--- src/rtl/adder_arbiter_pkg.sv ---
// Shared types and helpers for the adder_arbiter block: FSM state encoding,
// default parameter values and the signed clamp used by the saturating build.
package adder_arbiter_pkg;

   typedef enum logic {
      ST_EMPTY = 1'b0,
      ST_FULL  = 1'b1
   } state_t;

   localparam int DEF_NREQ  = 4;
   localparam int DEF_WIDTH = 8;

   // Clamp a signed value into the signed range of an sw-bit number.
   // sat reports whether clamping took place.
   function automatic logic signed [63:0] sat_clamp(input  logic signed [63:0] v,
                                                    input  int                 sw,
                                                    output logic               sat);
      logic signed [63:0] hi;
      logic signed [63:0] lo;
      hi  = (64'sd1 <<< (sw - 1)) - 64'sd1;
      lo  = -(64'sd1 <<< (sw - 1));
      sat = 1'b0;
      sat_clamp = v;
      if (v > hi) begin
         sat_clamp = hi;
         sat       = 1'b1;
      end else if (v < lo) begin
         sat_clamp = lo;
         sat       = 1'b1;
      end
   endfunction

endpackage

--- src/rtl/adder_arbiter_rr_arbiter.sv ---
// Round-robin picker: grants the lowest-index active request at or after ptr,
// wrapping modulo NREQ. Purely combinational; grant is one-hot or zero.
module rr_arbiter #(
   parameter int NREQ = 4,
   parameter int IDW  = $clog2(NREQ)
) (
   input  logic [NREQ-1:0] req,
   input  logic [IDW-1:0]  ptr,
   input  logic            en,
   output logic [NREQ-1:0] gnt,
   output logic [IDW-1:0]  gnt_id,
   output logic            gnt_any
);

   // Scan from ptr upward, first active request wins
   always_comb begin
      int idx;
      gnt     = '0;
      gnt_id  = '0;
      gnt_any = 1'b0;
      idx     = 0;
      for (int k = 0; k < NREQ; k++) begin
         idx = int'(ptr) + k;
         if (idx >= NREQ) idx = idx - NREQ;
         if (en && !gnt_any && req[idx]) begin
            gnt[idx] = 1'b1;
            gnt_id   = IDW'(idx);
            gnt_any  = 1'b1;
         end
      end
   end

endmodule

--- src/rtl/adder_arbiter.sv ---
// Shared signed adder (x + y + cin) arbitrated round-robin among NREQ
// requesters, with a single-entry result register (EMPTY/FULL).
// Optional feature macro: ADDER_ARBITER_SAT_EN -- clamp results that overflow
// the SWIDTH signed range and flag them on rsp_sat; otherwise results wrap.
module adder_arbiter
   import adder_arbiter_pkg::*;
#(
   parameter int NREQ   = DEF_NREQ,
   parameter int WIDTH  = DEF_WIDTH,
   parameter int SWIDTH = WIDTH + 1,
   parameter int IDW    = $clog2(NREQ)
) (
   input  logic                     clk,
   input  logic                     rst,
   input  logic [NREQ-1:0]          req_valid,
   output logic [NREQ-1:0]          req_ready,
   input  logic [NREQ*WIDTH-1:0]    req_x,
   input  logic [NREQ*WIDTH-1:0]    req_y,
   input  logic [NREQ-1:0]          req_cin,
   output logic                     rsp_valid,
   input  logic                     rsp_ready,
   output logic signed [SWIDTH-1:0] rsp_sum,
   output logic                     rsp_zero,
   output logic [IDW-1:0]           rsp_id,
   output logic                     rsp_sat
);

   state_t                     state_q, state_d;
   logic [IDW-1:0]             ptr_q, ptr_d;
   logic [IDW-1:0]             id_q, id_d;
   logic signed [SWIDTH-1:0]   sum_q, sum_d;
   logic                       zero_q, zero_d;
   logic                       sat_q, sat_d;

   logic                       can_accept;
   logic                       xfer;
   logic [NREQ-1:0]            gnt;
   logic [IDW-1:0]             gnt_id;
   logic signed [WIDTH-1:0]    x_sel, y_sel;
   logic                       cin_sel;
   logic signed [WIDTH:0]      raw;
   logic signed [SWIDTH-1:0]   sum_n;
   logic                       sat_n;

   // Register can take a new result when empty or being drained this cycle;
   // reset gating keeps req_ready low while rst is high.
   assign can_accept = (state_q == ST_EMPTY) || rsp_ready;

   rr_arbiter #(
      .NREQ (NREQ),
      .IDW  (IDW)
   ) u_arb (
      .req     (req_valid),
      .ptr     (ptr_q),
      .en      (can_accept && !rst),
      .gnt     (gnt),
      .gnt_id  (gnt_id),
      .gnt_any (xfer)
   );

   assign req_ready = gnt;

   // Select the granted requester's operands and add at WIDTH+1 bits
   always_comb begin
      x_sel   = req_x[gnt_id*WIDTH +: WIDTH];
      y_sel   = req_y[gnt_id*WIDTH +: WIDTH];
      cin_sel = req_cin[gnt_id];
      raw     = {x_sel[WIDTH-1], x_sel} + {y_sel[WIDTH-1], y_sel}
              + {{WIDTH{1'b0}}, cin_sel};
   end

   // Fit the full-precision sum into SWIDTH bits (clamp or wrap)
   always_comb begin
`ifdef ADDER_ARBITER_SAT_EN
      sat_n = 1'b0;
      sum_n = SWIDTH'(sat_clamp(64'(raw), SWIDTH, sat_n));
`else
      sum_n = SWIDTH'(raw);
      sat_n = 1'b0;
`endif
   end

   // Next-state: fill on transfer, drain when consumer takes without refill
   always_comb begin
      state_d = state_q;
      ptr_d   = ptr_q;
      sum_d   = sum_q;
      zero_d  = zero_q;
      id_d    = id_q;
      sat_d   = sat_q;
      case (state_q)
         ST_EMPTY: if (xfer) state_d = ST_FULL;
         ST_FULL:  if (rsp_ready && !xfer) state_d = ST_EMPTY;
         default:  state_d = ST_EMPTY;
      endcase
      if (xfer) begin
         sum_d  = sum_n;
         zero_d = (sum_n == '0);
         id_d   = gnt_id;
         sat_d  = sat_n;
         ptr_d  = (gnt_id == IDW'(NREQ - 1)) ? '0 : gnt_id + 1'b1;
      end
   end

   // State and result register
   always_ff @(posedge clk or posedge rst) begin
      if (rst) begin
         state_q <= ST_EMPTY;
         ptr_q   <= '0;
         sum_q   <= '0;
         zero_q  <= 1'b0;
         id_q    <= '0;
         sat_q   <= 1'b0;
      end else begin
         state_q <= state_d;
         ptr_q   <= ptr_d;
         sum_q   <= sum_d;
         zero_q  <= zero_d;
         id_q    <= id_d;
         sat_q   <= sat_d;
      end
   end

   assign rsp_valid = (state_q == ST_FULL);
   assign rsp_sum   = sum_q;
   assign rsp_zero  = zero_q;
   assign rsp_id    = id_q;
   assign rsp_sat   = sat_q;

endmodule

--- config.mk ---
export PLATFORM = sky130hd
export DESIGN_NAME = adder_arbiter
export DESIGN_NICKNAME = d
export VERILOG_FILES = /design/src/rtl/adder_arbiter_pkg.sv /design/src/rtl/adder_arbiter_rr_arbiter.sv /design/src/rtl/adder_arbiter.sv
export SDC_FILE = /design/constraint.sdc
export NUM_CORES = 1
export LEC_CHECK = 0
export CAP_MARGIN = 20
export CORE_MARGIN = 2
export CORE_UTILIZATION = 45
export DETAILED_ROUTE_END_ITERATION = 7
export DONT_BUFFER_PORTS = 1
export PLACE_DENSITY_LB_ADDON = 0.2
export SLEW_MARGIN = 20
export SYNTH_ARGS = -nofsm -noshare
export SYNTH_HDL_FRONTEND = slang
export SYNTH_HIERARCHICAL = 1
export SYNTH_SLANG_ARGS = --single-unit
--- constraint.sdc ---
create_clock -name clk -period 12.1 [get_ports clk]
set_input_delay 1.815 -clock clk [delete_from_list [all_inputs] [get_ports clk]]
set_output_delay 1.815 -clock clk [all_outputs]
set_load 0.02 [all_outputs]
-- Word-level counts from Yosys, hierarchy flattened
Index checks and enable logic that the tools add are counted.
- $add $sub $neg: 10
- multipliers: 0
- divide/modulo/power cells: 0
- order comparisons: 13
- equality and inequality tests: 1
- shift-type cells: 2
- mux-type cells: 42
- bitwise operators: 4
- reduce and logical (&&, ||, !) cells: 20
- operators with widths (operator ; number):
    >= comparator 32 x 1 -> 1 bit, second input constant ; 4
    < comparator 32 x 4 -> 1 bit, second input constant ; 4
    2-to-1 mux 32 bit ; 4
    >= comparator 32 x 4 -> 1 bit, second input constant ; 3
    subtractor 32 x 4 -> 32 bit, second input constant ; 3
    indexed part select 32 x 6 -> 8 bit ; 2
    2-to-1 mux 1 bit ; 19
    2-to-1 mux 4 bit ; 4
    logical AND 1 bit ; 13
    bitwise OR 4 bit ; 3
    binary-select mux 1 bit (select 2 bit) ; 5
    2-to-1 mux 2 bit ; 5
    adder 8 x 8 -> 9 bit ; 1
    adder 9 x 1 -> 9 bit ; 1
    zero test 9 bit ; 1
    demux 1 bit (select 2 bit) ; 4
    adder 2 x 2 -> 3 bit, second input constant ; 2
    zero test 1 bit ; 5
    subtractor 2 x 3 -> 4 bit, second input constant ; 1
    adder 2 x 1 -> 3 bit, second input constant ; 1
    >= comparator 2 x 3 -> 1 bit, second input constant ; 1
    < comparator 2 x 3 -> 1 bit, second input constant ; 1
    adder 2 x 1 -> 2 bit, second input constant ; 1
    == test 2 bit, second input constant ; 1
    3 further kinds ; 3
- register bits after elaboration: 15
- latch bits: 0
- RAM bits: 0
- bits in read-only memories: 0
- input port bits: 75
- word-level logic and storage cells: 97
- memories kept: 0

-- Longest topological paths before layout
Gate-level depths: netlist (run 1).
- word-level depth: 23
- mapped depth: 19
- gate-level depth less buffers: 16

-- Cells and area by module
The synthesis (run 1) kept the hierarchy.
- modules (own cells, without submodules) (module ; instances ; cells an instance ; area each (um^2)):
    adder_arbiter ; 1 ; 119 ; 1413.9
    rr_arbiter ; 1 ; 67 ; 544.3

-- Least setup slack after synthesis (run 1)
OpenSTA, ideal clock, no wires.
- path kind: input to register
- start: in rsp_ready
- end: reg zero_q, in the netlist rsp_zero
- library setup time: 0.104 ns
- arrival time: 5.561 ns
- required time: 11.996 ns
- slack: 6.436 ns
- stages on the path: 18
- path buffers: 2
- path through: inv_1 > a21oi_1 > clkbuf_1 > nand2_1 > a2bb2oi_2 > a31o_2 > a21oi_1 > nor2_1 > buf_2 > mux4_2 > inv_1 > fa_1 > fa_1 > nand2b_1 > a21oi_1 > xor2_1 > or4_4 > o41ai_2
- word-level cells in the longest chain between the ends: 20
- elaborated cells between the ends (all ways): 27
- RTL lines (what ; RTL line ; RTL):
    start: declaration ; adder_arbiter.sv:21 ; input logic rsp_ready,
    logical OR 1 bit (*) ; adder_arbiter.sv:47 ; assign can_accept = (state_q == ST_EMPTY) || rsp_ready;
    logical AND 1 bit (*) ; adder_arbiter.sv:55 ; .en (can_accept && !rst),
    logical AND 1 bit ; adder_arbiter_rr_arbiter.sv:25 ; if (en && !gnt_any && req[idx]) begin
    2-to-1 mux 1 bit ; adder_arbiter_rr_arbiter.sv:25 ;
    zero test 1 bit ; adder_arbiter_rr_arbiter.sv:25 ;
    logical AND 1 bit (2 in a row) ; adder_arbiter_rr_arbiter.sv:25 ;
    2-to-1 mux 1 bit ; adder_arbiter_rr_arbiter.sv:25 ;
    zero test 1 bit ; adder_arbiter_rr_arbiter.sv:25 ;
    [... 3 more ...] ; - ;
    zero test 1 bit ; adder_arbiter_rr_arbiter.sv:25 ;
    logical AND 1 bit (2 in a row) ; adder_arbiter_rr_arbiter.sv:25 ;
    2-to-1 mux 2 bit (*) ; adder_arbiter_rr_arbiter.sv:25 ;
    via gnt_id[0] ; adder_arbiter.sv:38 ; logic [IDW-1:0] gnt_id;
    indexed part select 32 x 6 -> 8 bit (tied with other cells) ; adder_arbiter.sv:65 ; x_sel = req_x[gnt_id*WIDTH +: WIDTH];
    adder 8 x 8 -> 9 bit or 2-to-1 mux 1 bit (tied branches) ; adder_arbiter.sv:68, adder_arbiter.sv:67 ;
    adder 9 x 1 -> 9 bit (*) ; adder_arbiter.sv:69 ; + {{WIDTH{1'b0}}, cin_sel};
    zero test 9 bit (*) ; adder_arbiter.sv:98 ; zero_d = (sum_n == '0);
    end signal: assignment ; adder_arbiter.sv:118 ; zero_q <= zero_d;
    end: declaration ; adder_arbiter.sv:32 ; logic zero_q, zero_d;
The timed path passes the listed nets; every way through them passes the cells marked *. The select of a mux whose other input is x is not followed.
A chain may end at the register's enable or synchronous reset.

-- Final worst setup path (run 1)
Same ends and word-level chain as after synthesis.

==> impl_metrics.toml, run 1 <==
[sta]
fmax_ghz = 0.163
finalCriticalPeriod_ns = 6.12
skew_ns = 0.00337
slew_headroom_pct = 38.3
post-route-period-util_pct = 50.6
finalMaxSlewViolations = 0
hold_ws_ns = 0.640
fin_setup_tns_ns = 0
hold_viol_final = 0
worstMarginPinSlew_ns = 0.926
setup_violations = 0
worst_slack_ns = 5.98
rsz0062_at_grt = "false"

[setup_path]
crit_fanout = 19
crit_slowest_cell = "a21oi_1"
max_stage_delay_ns = 0.59
crit_buf_inv = 2
cp.arrival_ns = 6.26
path_class = "in2reg"
crit_family = "compound AO/OA/AOI/OAI gates"
start_kind = "input pin"
end_kind = "flip-flop"
worstPathRequired_ns = 12.24
path_cells = "inv_1 > a21oi_1 > nor2b_1 > nand3_1 > a221oi_1 > o21ai_0 > o31ai_4 > mux4_2 > inv_1 > fa_1 > fa_1 > nand2b_1 > a21oi_1 > xor2_1 > or4_4 > o41ai_2"

[die]
io_pins = 93
design.core.area_um2 = 4090
rows = 23
die_width_um = 70.0
die-area_um2 = 4900
die-height_um = 70.0
initial_utilization_pct = 47.9

[pwr]
p_total_mw = 0.702
power_density_nw_per_um2 = 346
peakVddDrop_mv = 0.183
p_leak_nw = 0.847

[global_routing]
grt-ovfl-total = 0
grt_use_total_pct = 17.1
antenna_found_initial = 0
grt.busiest_layer = "met2"
met1_usage_pct = 20.2
grt_max_degree = 21
grt_use_met2_pct = 31.5
grt.met3_usage_pct = 3.03
grt_pass1_vias = 1539
grt_pass1_wl_mm = 7.00

[synthesis]
synth-edff-count = 0
synth_nets = 278
syn_area_um2 = 1960
ys.flop_type = "dfrtp_1"
async_reset_ff_share_pct = 100
synth.avg_cell_area_um2 = 10.5
ys_ff_latch = 15
yosysSeqAreaShare_pct = 19.2
synth_cell_types = 54
yosys_warnings = 6
syn_inst = 186

[clocking]
root_buffer = "clkbuf_8"
cts_resized = 0
cts_buffers = 3
clkLatencyLatePin_ns = 0.24
cts_buffer_depth = 2
hold_buffers = 0
cts.htree.levels = 1
clk_pin_slew_ns = 0.06
cts.sinks = 15
cts_setup_buffers = 0
cts_tree = "yes"

[route]
wl_mm = 4.33
drt-initial-drc-count = 95
vias = 1540
drc = 0
ant_nets = 0
wl_per_cell_um = 18.8
viasPerCell = 6.70
drt_first_pass_iters = 4

[place]
dp_cells = 226
hpwl_mm = 3.49
port_buffers = 0
gp_congestion = 0.791
post-place-ws_ns = 5.79

[run]
maxCapViolCount = 0

[layout]
n_antenna_cell = 0
fin_cells = 230
nets = 273
drive_above_1_share_pct = 28.3
area_growth_pct = 3.58

[status]
run_status = "completed"

[hold_path]
hold_path_class = "reg2reg"
cell families after synthesis:
logic type,count (synthesis),synth area share [%]
other,1,0.192
adders and majority gates,17,11.6
buffers and inverters,28,6.45
muxes,36,30.7
AOI/OAI and AO/OA,50,20.1
and+or+nand+nor,35,10.0
xor gates and xnor gates,4,1.79
DFF,15,19.2
sequential cells by signal, indices dropped and copies added, names as in the netlist:
| signal | flops |
|---|---|
| rsp_sum | 9 |
| rsp_zero | 1 |
| rsp_id | 2 |
| rsp_valid | 1 |
| ptr_q | 2 |
cells in the final DEF (no fill, tap or decap), types with 2 or more instances in the layout:
cell type / count
a2bb2oi_1: 2
mux4_2: 18
a21o_1: 2
a21oi_1: 11
a32o_2: 4
mux2_2: 11
fa_1: 2
ha_1: 15
clkbuf_8: 3
mux2i_1: 6
nand3_1: 3
nor2_2: 2
a221o_1: 4
nor2_1: 6
nor3_1: 5
nand2_1: 3
dfrtp_1: 15
o21a_1: 2
nor2b_1: 5
xnor2_1: 3
inv_1: 17
o211ai_2: 2
nand2b_1: 2
o21ai_0: 7
cell usage after synthesis (all sizes together) (3+ instances only):
master	number	share of area, %
a32o	4	2.3
nand2	3	0.58
buf	5	2.0
clkbuf	6	1.2
a21oi	12	3.3
dfrtp	15	19
o21ai	8	2.0
a21o	3	1.2
nand3	3	0.77
mux2	12	6.9
xnor2	3	1.3
nor3	5	1.3
mux4	18	21
ha	15	9.6
nor2	8	1.7
mux2i	6	3.1
a221o	4	2.0
or2	3	0.96
inv	17	3.3
nor2b	5	1.6
a2bb2oi	3	1.7
power breakdown:
part	switching (mW)	leakage (nW)	internal (mW)	total (mW)
clock	0.0172	0.0255	0.0228	0.0399
sequential	0.0539	0.181	0.0751	0.129
combinational	0.280	0.641	0.253	0.533
total	0.351	0.847	0.351	0.702
final timing paths:
kind	from	to	slack, ns	cells after the start
max	rsp_ready	rsp_zero$_DFFE_PP0P_	5.98	16
min	rsp_sum[6]$_DFFE_PP0P_	rsp_sum[6]$_DFFE_PP0P_	0.64	1
max in group asynchronous	rst	ptr_q[0]$_DFFE_PP0P_	10.23	1
max reg2reg	ptr_q[0]$_DFFE_PP0P_	rsp_zero$_DFFE_PP0P_	6.70	16
min in group asynchronous	rst	rsp_valid$_DFF_PP0_	1.50	1
min reg2reg	rsp_sum[6]$_DFFE_PP0P_	rsp_sum[6]$_DFFE_PP0P_	0.64	1
metal layers:
layer	routed length [um]	vias up
met3	356	7
met5	0	-
met4	71	0
met1	1690	742
li1	-	708
met2	2210	83
final cells by class:
type                    instances  area (um^2)
repair buffers                  1         7.51
clock buffers                   3         41.3
flip-flops and latches         15          375
inverters                      17         63.8
fillers                       368         2060
clock inverters                 1         5.00
multi-input cells             143         1470
well taps                      50         62.6
metrics by stage:
stage / utilization (%) / area (um^2)
floorplan: - / 1960
CTS: 49.6 / 2030
finish: 49.6 / 2030
global placement: 48.5 / 1980
detailed placement: 48.5 / 1980
global route: 49.6 / 2030
No activity file was read; power rests on OpenSTA's default activity.
==> run 2, diff against run 1 <==
Clock period 12.1 ns to 5.35 ns, I/O delays scaled along.
==> impl_metrics.toml, run 2 (synthesis results as in run 1) <==
[setup_path]
regToRegEndpoint = "rsp_zero$_DFFE_PP0P_"
r2r-start = "ptr_q[1]$_DFFE_PP0P_"
crit_end = "rsp_zero$_DFFE_PP0P_"
ff2ff_path_depth = 16
path_depth = 16
crit_start = "ptr_q[1]$_DFFE_PP0P_"
crit_slowest_cell = "or4_4"
end_kind = "flip-flop"
path_cells = "inv_1 > ha_1 > nor2b_1 > nand3_1 > a221oi_1 > o21ai_0 > o31ai_4 > mux4_2 > inv_1 > fa_1 > fa_1 > nand2b_1 > a21oi_1 > xor2_1 > or4_4 > o41ai_2"
max_stage_delay_ns = 0.54
crit_family = "adder cells"
rrSetupSlack_ns = 0.53
path_class = "reg2reg"
start_kind = "flip-flop"
worstPathRequired_ns = 5.49
crit_buf_inv = 2
crit_fanout = 19
cp.arrival_ns = 4.97

[clocking]
cts_setup_buffers = 0
clkLatencyLatePin_ns = 0.24
cts_buffers = 3
hold_buffers = 0
clk_pin_slew_ns = 0.06
root_buffer = "clkbuf_8"
cts_tree = "yes"
cts_resized = 0
cts.htree.levels = 1
cts.sinks = 15
cts_buffer_depth = 2

[route]
vias = 1525
drt_first_pass_iters = 4
drt-initial-drc-count = 110
wl_mm = 4.54
drc = 0
ant_nets = 0
viasPerCell = 6.55
wl_per_cell_um = 19.5

[sta]
rsz0062_at_grt = "false"
fin_setup_tns_ns = 0
slew_headroom_pct = 38.2
hold_viol_final = 0
finalCriticalPeriod_ns = 4.82
finalMaxSlewViolations = 0
worstMarginPinSlew_ns = 0.926
hold_ws_ns = 0.501
post-route-period-util_pct = 90.2
fmax_ghz = 0.207
setup_violations = 0
skew_ns = 0.00313

[global_routing]
antenna_found_initial = 0
grt-ovfl-total = 0
grt_use_total_pct = 17.9
grt_pass1_vias = 1545
grt_max_degree = 20
grt_pass1_wl_mm = 7.20

[run]
maxCapViolCount = 0

[die]
die-area_um2 = 4900
rows = 23
die_width_um = 70.0
design.core.area_um2 = 4090
initial_utilization_pct = 47.9
io_pins = 93
die-height_um = 70.0

[status]
run_status = "completed"

[place]
gp_congestion = 0.825
hpwl_mm = 3.81
port_buffers = 0

[hold_path]
hold_path_class = "in2async"

[layout]
drive_above_1_share_pct = 29.0
n_fill_cell = 374
layout_common_cells = "mux4_2, inv_1, ha_1, dfrtp_1"
nets = 276
layout_commonest_cell = "mux4_2"
n_antenna_cell = 0
area_growth_pct = 4.66
largest_reg_flops = 9

[pwr]
peakVddDrop_mv = 0.336
p_leak_nw = 0.859
p_total_mw = 1.62
power_density_nw_per_um2 = 792
==> run 2: worst min path at each step <==
stage                                      start                     end  cells past startpoint
after global routing                         rst     rsp_valid$_DFF_PP0_                      1
after floorplan             rsp_zero$_DFFE_PP0P_    rsp_zero$_DFFE_PP0P_                      2
after CTS                                    rst    ptr_q[1]$_DFFE_PP0P_                      1
after detailed placement  rsp_sum[6]$_DFFE_PP0P_  rsp_sum[6]$_DFFE_PP0P_                      1
after global placement    rsp_sum[6]$_DFFE_PP0P_  rsp_sum[6]$_DFFE_PP0P_                      1
final                                        rst    ptr_q[1]$_DFFE_PP0P_                      1
==> run 2: through the flow <==
stage	instances	utilization, %	cell area [um^2]	worst slack, ns
after floorplan	186	-	1960	0.577
after global placement	229	49.1	2000	0.519
after detailed placement	229	49.1	2000	0.356
after CTS	233	50.2	2050	0.485
after global routing	233	50.2	2050	0.205
final	233	50.2	2050	0.525
==> run 2: cell type report <==
type	count	area (um^2)	area share, %
multi-input cells	143	1470	71.9
flip-flops and latches	15	375	18.3
repair buffers	4	30.0	1.47
clock buffers	4	45.0	2.20
inverters	17	63.8	3.11
well taps	50	62.6	3.05
==> run 2: power by group <==
part	internal [mW]	leakage, nW	switching (mW)	total [mW]
Combinational	0.584	0.656	0.683	1.27
Clock	0.0526	0.0228	0.0369	0.0895
Sequential	0.170	0.181	0.0960	0.266
==> run 2: routing by layer <==
| metal | vias to the layer above | global-route usage [%] | share of wire (%) |
|---|---|---|---|
| met5 | - | 0 | 0 |
| met4 | 0 | 4.49 | 1.1 |
| met3 | 6 | 2.45 | 7.6 |
| met2 | 76 | 33.0 | 52 |
| met1 | 729 | 21.9 | 40 |
| li1 | 714 | - | - |
==> run 3, diff against run 2 <==
Settings changed: CORE_UTILIZATION 45 to 38, DONT_BUFFER_PORTS 1 to not set.
==> impl_metrics.toml, run 3 (synthesis results as in run 1) <==
[global_routing]
grt_pass1_wl_mm = 7.58
grt_max_degree = 18
antenna_found_initial = 0
grt_use_total_pct = 16.7
grt-ovfl-total = 0
grt_pass1_vias = 1844

[die]
die-height_um = 75.8
design.core.area_um2 = 5040
die-area_um2 = 5740
die_width_um = 75.8
rows = 26
io_pins = 93
initial_utilization_pct = 38.8

[pwr]
peakVddDrop_mv = 0.246
power_density_nw_per_um2 = 581
p_leak_nw = 1.24

[setup_path]
worstPathRequired_ns = 5.49
crit_start = "req_valid[0]"
path_depth = 15
r2r-start = "ptr_q[1]$_DFFE_PP0P_"
start_kind = "input pin"
path_class = "in2reg"
path_cells = "clkdlybuf4s50_1 > mux4_2 > o211ai_2 > a21oi_2 > nor3_1 > nor2_2 > mux4_2 > inv_1 > fa_1 > fa_1 > nand2b_1 > a21oi_1 > xor2_1 > or4_4 > o41ai_2"
cp.arrival_ns = 5.13
max_stage_delay_ns = 0.62
crit_family = "simple AND/OR/NAND/NOR gates"
ff2ff_path_depth = 16
crit_end = "rsp_zero$_DFFE_PP0P_"
rrSetupSlack_ns = 0.71
crit_buf_inv = 2
end_kind = "flip-flop"
crit_slowest_cell = "mux4_2"
crit_fanout = 10
regToRegEndpoint = "rsp_zero$_DFFE_PP0P_"

[route]
wl_per_cell_um = 13.2
vias = 1849
ant_nets = 0
drt-initial-drc-count = 24
drt_first_pass_iters = 4
drc = 0
wl_mm = 4.61
viasPerCell = 5.30

[clocking]
cts.sinks = 15
cts_buffer_depth = 2
cts_tree = "yes"
cts_resized = 0
cts_buffers = 3
cts_setup_buffers = 0
root_buffer = "clkbuf_8"
cts.htree.levels = 1
clkLatencyLatePin_ns = 0.24
clk_pin_slew_ns = 0.06
hold_buffers = 0

[sta]
post-route-period-util_pct = 93.2
fmax_ghz = 0.201
setup_violations = 0
skew_ns = 0.00654
finalCriticalPeriod_ns = 4.98
slew_headroom_pct = 54.1
finalMaxSlewViolations = 0
rsz0062_at_grt = "false"
fin_setup_tns_ns = 0
worst_slack_ns = 0.366
hold_viol_final = 0
worstMarginPinSlew_ns = 0.689

[place]
port_buffers = 91
post-place-ws_ns = 0.119
hpwl_mm = 4.05
gp_congestion = 0.866

[layout]
multi_input_area_um2 = 1470
regArea_um2 = 375
n_antenna_cell = 0
area_growth_pct = 54.4
drive_above_1_share_pct = 21.1
largest_reg_flops = 9
nets = 372
layout_common_cells = "clkdlybuf4s50_1, mux4_2, inv_1"
n_fill_cell = 443
layout_commonest_cell = "clkdlybuf4s50_1"

[run]
maxCapViolCount = 0

[status]
run_status = "completed"

[hold_path]
hold_path_class = "reg2reg"
run 3: worst min path at each step:
stage          cells past startpoint                endpoint  slack [ns]              startpoint
2_1_floorplan                      2    rsp_zero$_DFFE_PP0P_        0.60    rsp_zero$_DFFE_PP0P_
3_3_place_gp                       1  rsp_sum[6]$_DFFE_PP0P_        0.49  rsp_sum[6]$_DFFE_PP0P_
3_5_place_dp                       1  rsp_sum[6]$_DFFE_PP0P_        0.48  rsp_sum[6]$_DFFE_PP0P_
4_1_cts                            1  rsp_sum[6]$_DFFE_PP0P_        0.50  rsp_sum[6]$_DFFE_PP0P_
5_1_grt                            1  rsp_sum[6]$_DFFE_PP0P_        0.51  rsp_sum[6]$_DFFE_PP0P_
6_report                           1  rsp_sum[6]$_DFFE_PP0P_        0.49  rsp_sum[6]$_DFFE_PP0P_
run 3: power by group:
part	total, mW	internal, mW	switching [mW]
Combinational	1.46	0.733	0.732
Clock	0.0894	0.0514	0.0379
Sequential	0.203	0.171	0.0318
run 3: worst register-to-register path, stage by stage (launching register included):
cell and delay, ns:
dfrtp_1 0.37, inv_1 0.18, ha_1 0.42, nor2b_1 0.31
a21oi_1 0.11, and3_1 0.18, o21ai_0 0.34, o31ai_4 0.19
mux4_2 0.25, inv_1 0.05, fa_1 0.45, fa_1 0.41
nand2b_1 0.18, a21oi_1 0.16, xor2_1 0.11, or4_4 0.54
o41ai_2 0.30
run 3: metrics by stage:
step           std cells  hold WS, ns  utilization, %  power (mW)  area (um^2)
2_1_floorplan        186        0.598               -        1.30         1960
3_5_place_dp         345        0.480            59.1        1.68         2980
4_1_cts              349        0.495            60.0        1.78         3020
6_report             349        0.491            60.0        1.76         3020
3_3_place_gp         345        0.487            59.1        1.67         2980
5_1_grt              349        0.509            60.0        1.93         3020
run 3: area by class of cell:
cell class / count / share of cell area, %
multi-input combinational: 143 / 48.7
timing repair buffer: 100 / 32.4
sequential: 15 / 12.4
tap: 70 / 2.90
inverter: 17 / 2.11
clock buffer: 3 / 1.37
clock inverter: 1 / 0.165
run 3: routing by layer:
layer	up-vias	track usage, %	wire length, um
met2	80	31.7	2420
met5	-	0	0
met4	0	3.51	36
li1	902	-	-
met1	865	20.7	1880
met3	2	1.06	272
